==> src/rtl/hazard_ctrl.sv <==
// Hazard and stall controller for the 5-stage pipeline: orders memory wait over
// load-use over branch flush, watches for hung data accesses, and counts stalls/flushes.
module hazard_ctrl #(
   parameter int REG_W       = 5,
   parameter int CNT_W       = 16,
   parameter int MEM_TIMEOUT = 64
) (
   input  logic             clk,
   input  logic             rst_n,
   input  logic             start_i,
   input  logic             idex_memread_i,
   input  logic [REG_W-1:0] idex_rd_i,
   input  logic [REG_W-1:0] ifid_rs1_i,
   input  logic [REG_W-1:0] ifid_rs2_i,
   input  logic             ifid_use_rs2_i,
   input  logic             branch_taken_i,
   input  logic             dmem_req_i,
   input  logic             dmem_ack_i,
   input  logic             cnt_clr_i,
   output logic             pc_write_o,
   output logic             if_stall_o,
   output logic             if_flush_o,
   output logic             idex_bubble_o,
   output logic             freeze_o,
   output logic             mem_err_o,
   output logic [CNT_W-1:0] stall_cnt_o,
   output logic [CNT_W-1:0] flush_cnt_o
);

   localparam int WAIT_W = $clog2(MEM_TIMEOUT + 1);
   localparam logic [WAIT_W-1:0] WAIT_LAST = WAIT_W'(MEM_TIMEOUT - 1);
   localparam logic [WAIT_W-1:0] WAIT_FULL = WAIT_W'(MEM_TIMEOUT);
   localparam logic [CNT_W-1:0]  CNT_MAX   = '1;

   typedef enum logic [1:0] {
      S_IDLE     = 2'd0,
      S_RUN      = 2'd1,
      S_MEM_WAIT = 2'd2,
      S_ERROR    = 2'd3
   } state_e;

   state_e            state_q, state_d;
   logic [WAIT_W-1:0] wait_q, wait_d;
   logic              mem_err_q, mem_err_d;
   logic [CNT_W-1:0]  stall_cnt_q, stall_cnt_d;
   logic [CNT_W-1:0]  flush_cnt_q, flush_cnt_d;

   logic lu;
   logic mw;
   logic stall_inc;

   // A load targeting x0 never produces a value, so it can never hazard.
   assign lu = idex_memread_i && (idex_rd_i != '0) &&
               ((idex_rd_i == ifid_rs1_i) || (ifid_use_rs2_i && (idex_rd_i == ifid_rs2_i)));
   assign mw = dmem_req_i && !dmem_ack_i;

   // Pipeline controls. A branch seen under lu or mw is simply not flushed:
   // ID is held, so the branch re-resolves next cycle and nothing is latched.
   always_comb begin
      // NOTE: every output gets a default first so no path through the case infers a latch.
      pc_write_o    = 1'b0;
      if_stall_o    = 1'b1;
      if_flush_o    = 1'b0;
      idex_bubble_o = 1'b1;
      freeze_o      = 1'b0;
      unique case (state_q)
         S_RUN: begin
            if (mw) begin
               freeze_o      = 1'b1;
               idex_bubble_o = 1'b0;
            end else if (lu) begin
               // IDLE defaults already describe a load-use stall.
            end else if (branch_taken_i) begin
               pc_write_o    = 1'b1;
               if_stall_o    = 1'b0;
               if_flush_o    = 1'b1;
               idex_bubble_o = 1'b0;
            end else begin
               pc_write_o    = 1'b1;
               if_stall_o    = 1'b0;
               idex_bubble_o = 1'b0;
            end
         end
         S_MEM_WAIT: begin
            freeze_o      = 1'b1;
            idex_bubble_o = 1'b0;
         end
         S_ERROR: begin
            freeze_o = 1'b1;
         end
         default: begin
         end
      endcase
   end

   always_comb begin
      state_d   = state_q;
      wait_d    = wait_q;
      mem_err_d = mem_err_q;
      unique case (state_q)
         S_IDLE: begin
            if (start_i) state_d = S_RUN;
         end
         S_RUN: begin
            if (!start_i) begin
               state_d = S_IDLE;
               wait_d  = '0;
            end else if (mw) begin
               state_d = S_MEM_WAIT;
               wait_d  = WAIT_W'(1);
            end
         end
         S_MEM_WAIT: begin
            if (!start_i) begin
               state_d = S_IDLE;
               wait_d  = '0;
            end else if (dmem_ack_i) begin
               state_d = S_RUN;
               wait_d  = '0;
            end else if (wait_q == WAIT_LAST) begin
               // This cycle makes MEM_TIMEOUT consecutive cycles without an ack.
               state_d   = S_ERROR;
               wait_d    = WAIT_FULL;
               mem_err_d = 1'b1;
            end else begin
               wait_d = wait_q + 1'b1;
            end
         end
         S_ERROR: begin
         end
         default: state_d = S_IDLE;
      endcase
   end

   assign stall_inc = ((state_q == S_RUN) || (state_q == S_MEM_WAIT)) && !pc_write_o;

   // Saturating counters; a clear beats a same-cycle increment.
   always_comb begin
      stall_cnt_d = stall_cnt_q;
      flush_cnt_d = flush_cnt_q;
      if (cnt_clr_i) begin
         stall_cnt_d = '0;
         flush_cnt_d = '0;
      end else begin
         if (stall_inc && (stall_cnt_q != CNT_MAX)) stall_cnt_d = stall_cnt_q + 1'b1;
         if (if_flush_o && (flush_cnt_q != CNT_MAX)) flush_cnt_d = flush_cnt_q + 1'b1;
      end
   end

   always_ff @(posedge clk or negedge rst_n) begin
      if (!rst_n) begin
         state_q     <= S_IDLE;
         wait_q      <= '0;
         mem_err_q   <= 1'b0;
         stall_cnt_q <= '0;
         flush_cnt_q <= '0;
      end else begin
         // NOTE: non-blocking assignments so every flop samples pre-edge values.
         state_q     <= state_d;
         wait_q      <= wait_d;
         mem_err_q   <= mem_err_d;
         stall_cnt_q <= stall_cnt_d;
         flush_cnt_q <= flush_cnt_d;
      end
   end

   assign mem_err_o   = mem_err_q;
   assign stall_cnt_o = stall_cnt_q;
   assign flush_cnt_o = flush_cnt_q;

endmodule

==> config.mk <==
export PLATFORM = sky130hd
export DESIGN_NAME = hazard_ctrl
export DESIGN_NICKNAME = d
export VERILOG_FILES = /design/src/rtl/hazard_ctrl.sv
export SDC_FILE = /design/constraint.sdc
export NUM_CORES = 1
export LEC_CHECK = 0
export ABC_AREA = 1
export CORE_ASPECT_RATIO = 0.9
export CORE_MARGIN = 3
export CORE_UTILIZATION = 35
export CTS_CLUSTER_SIZE = 28
export DETAILED_ROUTE_END_ITERATION = 10
export PLACE_DENSITY = 0.64
export SYNTH_ARGS = -nofsm -noshare
export SYNTH_HDL_FRONTEND = slang
export SYNTH_SLANG_ARGS = --single-unit
==> constraint.sdc <==
create_clock -name clk -period 1.75 [get_ports clk]
set_input_delay 0.35 -clock clk [delete_from_list [all_inputs] [get_ports clk]]
set_output_delay 0.35 -clock clk [all_outputs]
set_load 0.01 [all_outputs]
==> results_dict.tcl <==
set metrics [dict create \
    die_w_um 102 \
    synthCells 422 \
    antenna_found_initial 0 \
    place_ws_ns -0.833 \
    synth_fp_nets 455 \
    path_clk_slew_ns 0.09 \
    worstPathCellList "ha_4, buf_6, nor2_4, inv_2, o31ai_4, buf_2" \
    core_mm2 0.00781 \
    nets 571 \
    cts_made_buffers 5 \
    leakage_uw 0.00212 \
    cts.sinks 42 \
    die_y_um 92.4 \
    fin_crit_ns 1.76 \
    hold_viol 0 \
    slew_viol_final 0 \
    critPathLaunchType "flip-flop" \
    dp_cells 617 \
    grtUsageTotal 0.167 \
    synth-main-ff-cell "dfrtp_1" \
    dpl_cell_area_mm2 0.00395 \
    final_area_mm2 0.00426 \
    nFillCells 769 \
    areaGrowthSynthToFinish_pct 46.7 \
    pin_count 62 \
    synthXorXnorAreaFrac 0.0513 \
    htreeDepth 2 \
    endpoint "idex_bubble_o" \
    via_count 3102 \
    drt_first_iter_violations 132 \
    synth_compound_area_frac 0.0483 \
    synth.top_cells.by_area "dfrtp_1 36%, nand2_1 16%, nand3_1 8.3%" \
    crit_start "state_q[0]" \
    synthArstFlopShare 1.00 \
    gpl.final_weighted_congestion 0.842 \
    reg2reg_to "stall_cnt_o[3]" \
    rsz0062_at_grt "yes" \
    routed_via_density 4.89 \
    reg2reg_depth 11 \
    tns_ns -0.00583 \
    cts_tree "built" \
    synth_cell_types 30 \
    max_cap_violations 0 \
    worst_slew_pin_slew_ns 0.540 \
    endpoint_kind "output port" \
    avgRoutedWirePerCell_um 12.6 \
    max_slew_margin 0.640 \
    status "complete, but fails checks" \
    setup-violations-final 1 \
    setup_ws_ns -0.00583 \
    grt_pass1_wl_mm 12.9 \
    worst-path-stages 6 \
    grt_max_degree 43 \
    synth_top_area_share 0.362 \
    rows 30 \
    postRouteAntennaNets 0 \
    ff2ff_setup_slack_ns 0.02 \
    cpPeakStageDelay_ns 0.45 \
    clk_root_buffer_cell "clkbuf_8" \
    critPathKind "flip-flop to output port" \
    firstDrtPassIters 4 \
    hold_buffers 0 \
    hp-class "input pin to asynchronous set/reset pin" \
    fin_cells 635 \
    reg2reg_from "state_q[1]" \
    crit_family "flip-flops" \
    yosys.area.top_type "dfrtp_1" \
    post_route_cells_drive_above_1_share 0.260 \
    critPathMaxFanout 4 \
    worstPathRequired_ns 1.40 \
    power.density_mw_per_mm2 947 \
    critPathArrivalTime_ns 1.41 \
    critical_path.slowest_cell "dfrtp_2" \
    fp.dieArea_mm2 0.00942 \
    ctsLongestPathBuffers 2 \
    synth_edf_count 0 \
    vdd_drop_max_mv 0.402 \
    fmax_mhz 570 \
    muxShareOfSynthArea 0.00388 \
    drc 0 \
    failed_checks "setup timing" \
    fin_crit_sh 1.00 \
    overflow 0 \
    fin_util 0.545 \
    grt_pass1_vias 2898 \
    n_antenna_cell 0 \
    yosysSeqAreaShare 0.362 \
    finalClockSkew_ns 0.0191 \
    synth_simple_gate_area_share 0.406 \
    start_util 0.372 \
    multi_input_comb_area_mm2 0.00178 \
    worst-path-buf-inv 3 \
    ys_ff_latch 42 \
    io_buffer_count 61 \
    netlist_area_mm2 0.00290 \
    synthAdderAreaFrac 0.0388 \
    clk_latency_ns 0.30 \
    seqCellArea_mm2 0.00105 \
    wl_mm 8.02 \
    synth_top_family_by_area "simple AND/OR/NAND/NOR gates" \
    hpwlAfterDp_mm 5.66 \
    syn_avg_cell_area_um2 6.88 \
    yosys_warnings 0 \
]
[worst register-to-register path, delay by kind of cell, from the launching register on]
kind                     cells  cell delay [ns]
AND/OR/NAND/NOR              5             0.55
buffers and inverters        5             0.58
adder cells (fa/ha/maj)      1             0.15
flip-flops                   1             0.40
[worst min path at each step]
stage	from	endpoint	slack, ns
finish	rst_n	flush_cnt_o[13]	0.11
CTS	rst_n	stall_cnt_o[15]	0.13
global placement	mem_err_o	mem_err_o	0.45
floorplan	rst_n	flush_cnt_o[0]	0.05
global route	rst_n	flush_cnt_o[13]	0.15
detailed placement	mem_err_o	mem_err_o	0.45
[layer usage]
metal,global-route usage,share of wire
met1,0.229,0.48
met2,0.277,0.46
met4,0.0393,0.010
met3,0.0256,0.045
met5,0,0
[state kept, by name, indices dropped and copies added (netlist names)]
signal / flops
flush_cnt_o: 16
mem_err_o: 1
state_q: 2
stall_cnt_o: 16
wait_q: 7
[layout make-up]
cell class,instances,area share
Tap cell,96,0.0282
Multi-Input combinational cell,320,0.419
Clock buffer,6,0.0170
Inverter,49,0.0438
Clock inverter,2,0.00323
Timing Repair Buffer,120,0.241
Sequential cell,42,0.248
[cells in the mapped netlist (5+ instances only)]
library cell / number
a21oi_1: 7
nand3_1: 48
nor2_1: 61
clkbuf_1: 5
inv_2: 5
inv_1: 43
xor2_1: 11
xnor2_1: 6
nand2_1: 127
dfrtp_1: 42
nor3_1: 12
ha_1: 9
o21ai_0: 14
[cell families (layout without fill, tap and decap cells)]
kind of cell | Yosys count | count (layout)
AOI/OAI and AO/OA | 26 | 26
DFF | 42 | 42
xor gates and xnor gates | 17 | 17
buffers and inverters | 61 | 177
adders and majority gates | 9 | 9
muxes | 1 | 1
and+or+nand+nor | 266 | 267
[timing repair]
item,in CTS,in global routing
setup buffers,4,4
pin swaps,23,17
cloned,0,2
resized for setup,96,41
endpoints found under the setup margin,26,49
[report_power, final]
| part | internal, µW | switching (µW) | total (µW) | leakage (µW) |
|---|---|---|---|---|
| Combinational | 1110 | 1150 | 2270 | 0.00151 |
| Clock | 282 | 345 | 626 | 0.0000452 |
| Sequential | 1060 | 80.1 | 1140 | 0.000569 |
| Total | 2450 | 1580 | 4030 | 0.00212 |
[cells in the final DEF (no fill, tap or decap), drive strengths merged, types with 2 or more instances in the layout]
cell           synthesis  final
clkinv                 1      3
nor3                  12     12
o21ai                 14     14
a21oi                  7      7
buf                    7     76
dlymetal6s2s           0      4
dfrtp                 42     42
nor2                  64     64
clkbuf                 5      8
dlygate4sd2            0      3
clkdlybuf4s50          0     33
nand3                 51     51
clkdlybuf4s15          0      2
nor3b                  3      3
nand2                130    131
a211oi                 2      2
inv                   48     48
xor2                  11     11
xnor2                  6      6
nand4                  6      6
ha                     9      9
[metrics by stage]
step / total power, µW / hold slack [ns]
2_1_floorplan: 1990 / 0.0544
3_3_place_gp: 2940 / 0.447
3_5_place_dp: 2980 / 0.453
4_1_cts: 3710 / 0.131
5_1_grt: 4310 / 0.155
6_report: 4030 / 0.111
Power figures use the tool's default switching activity.
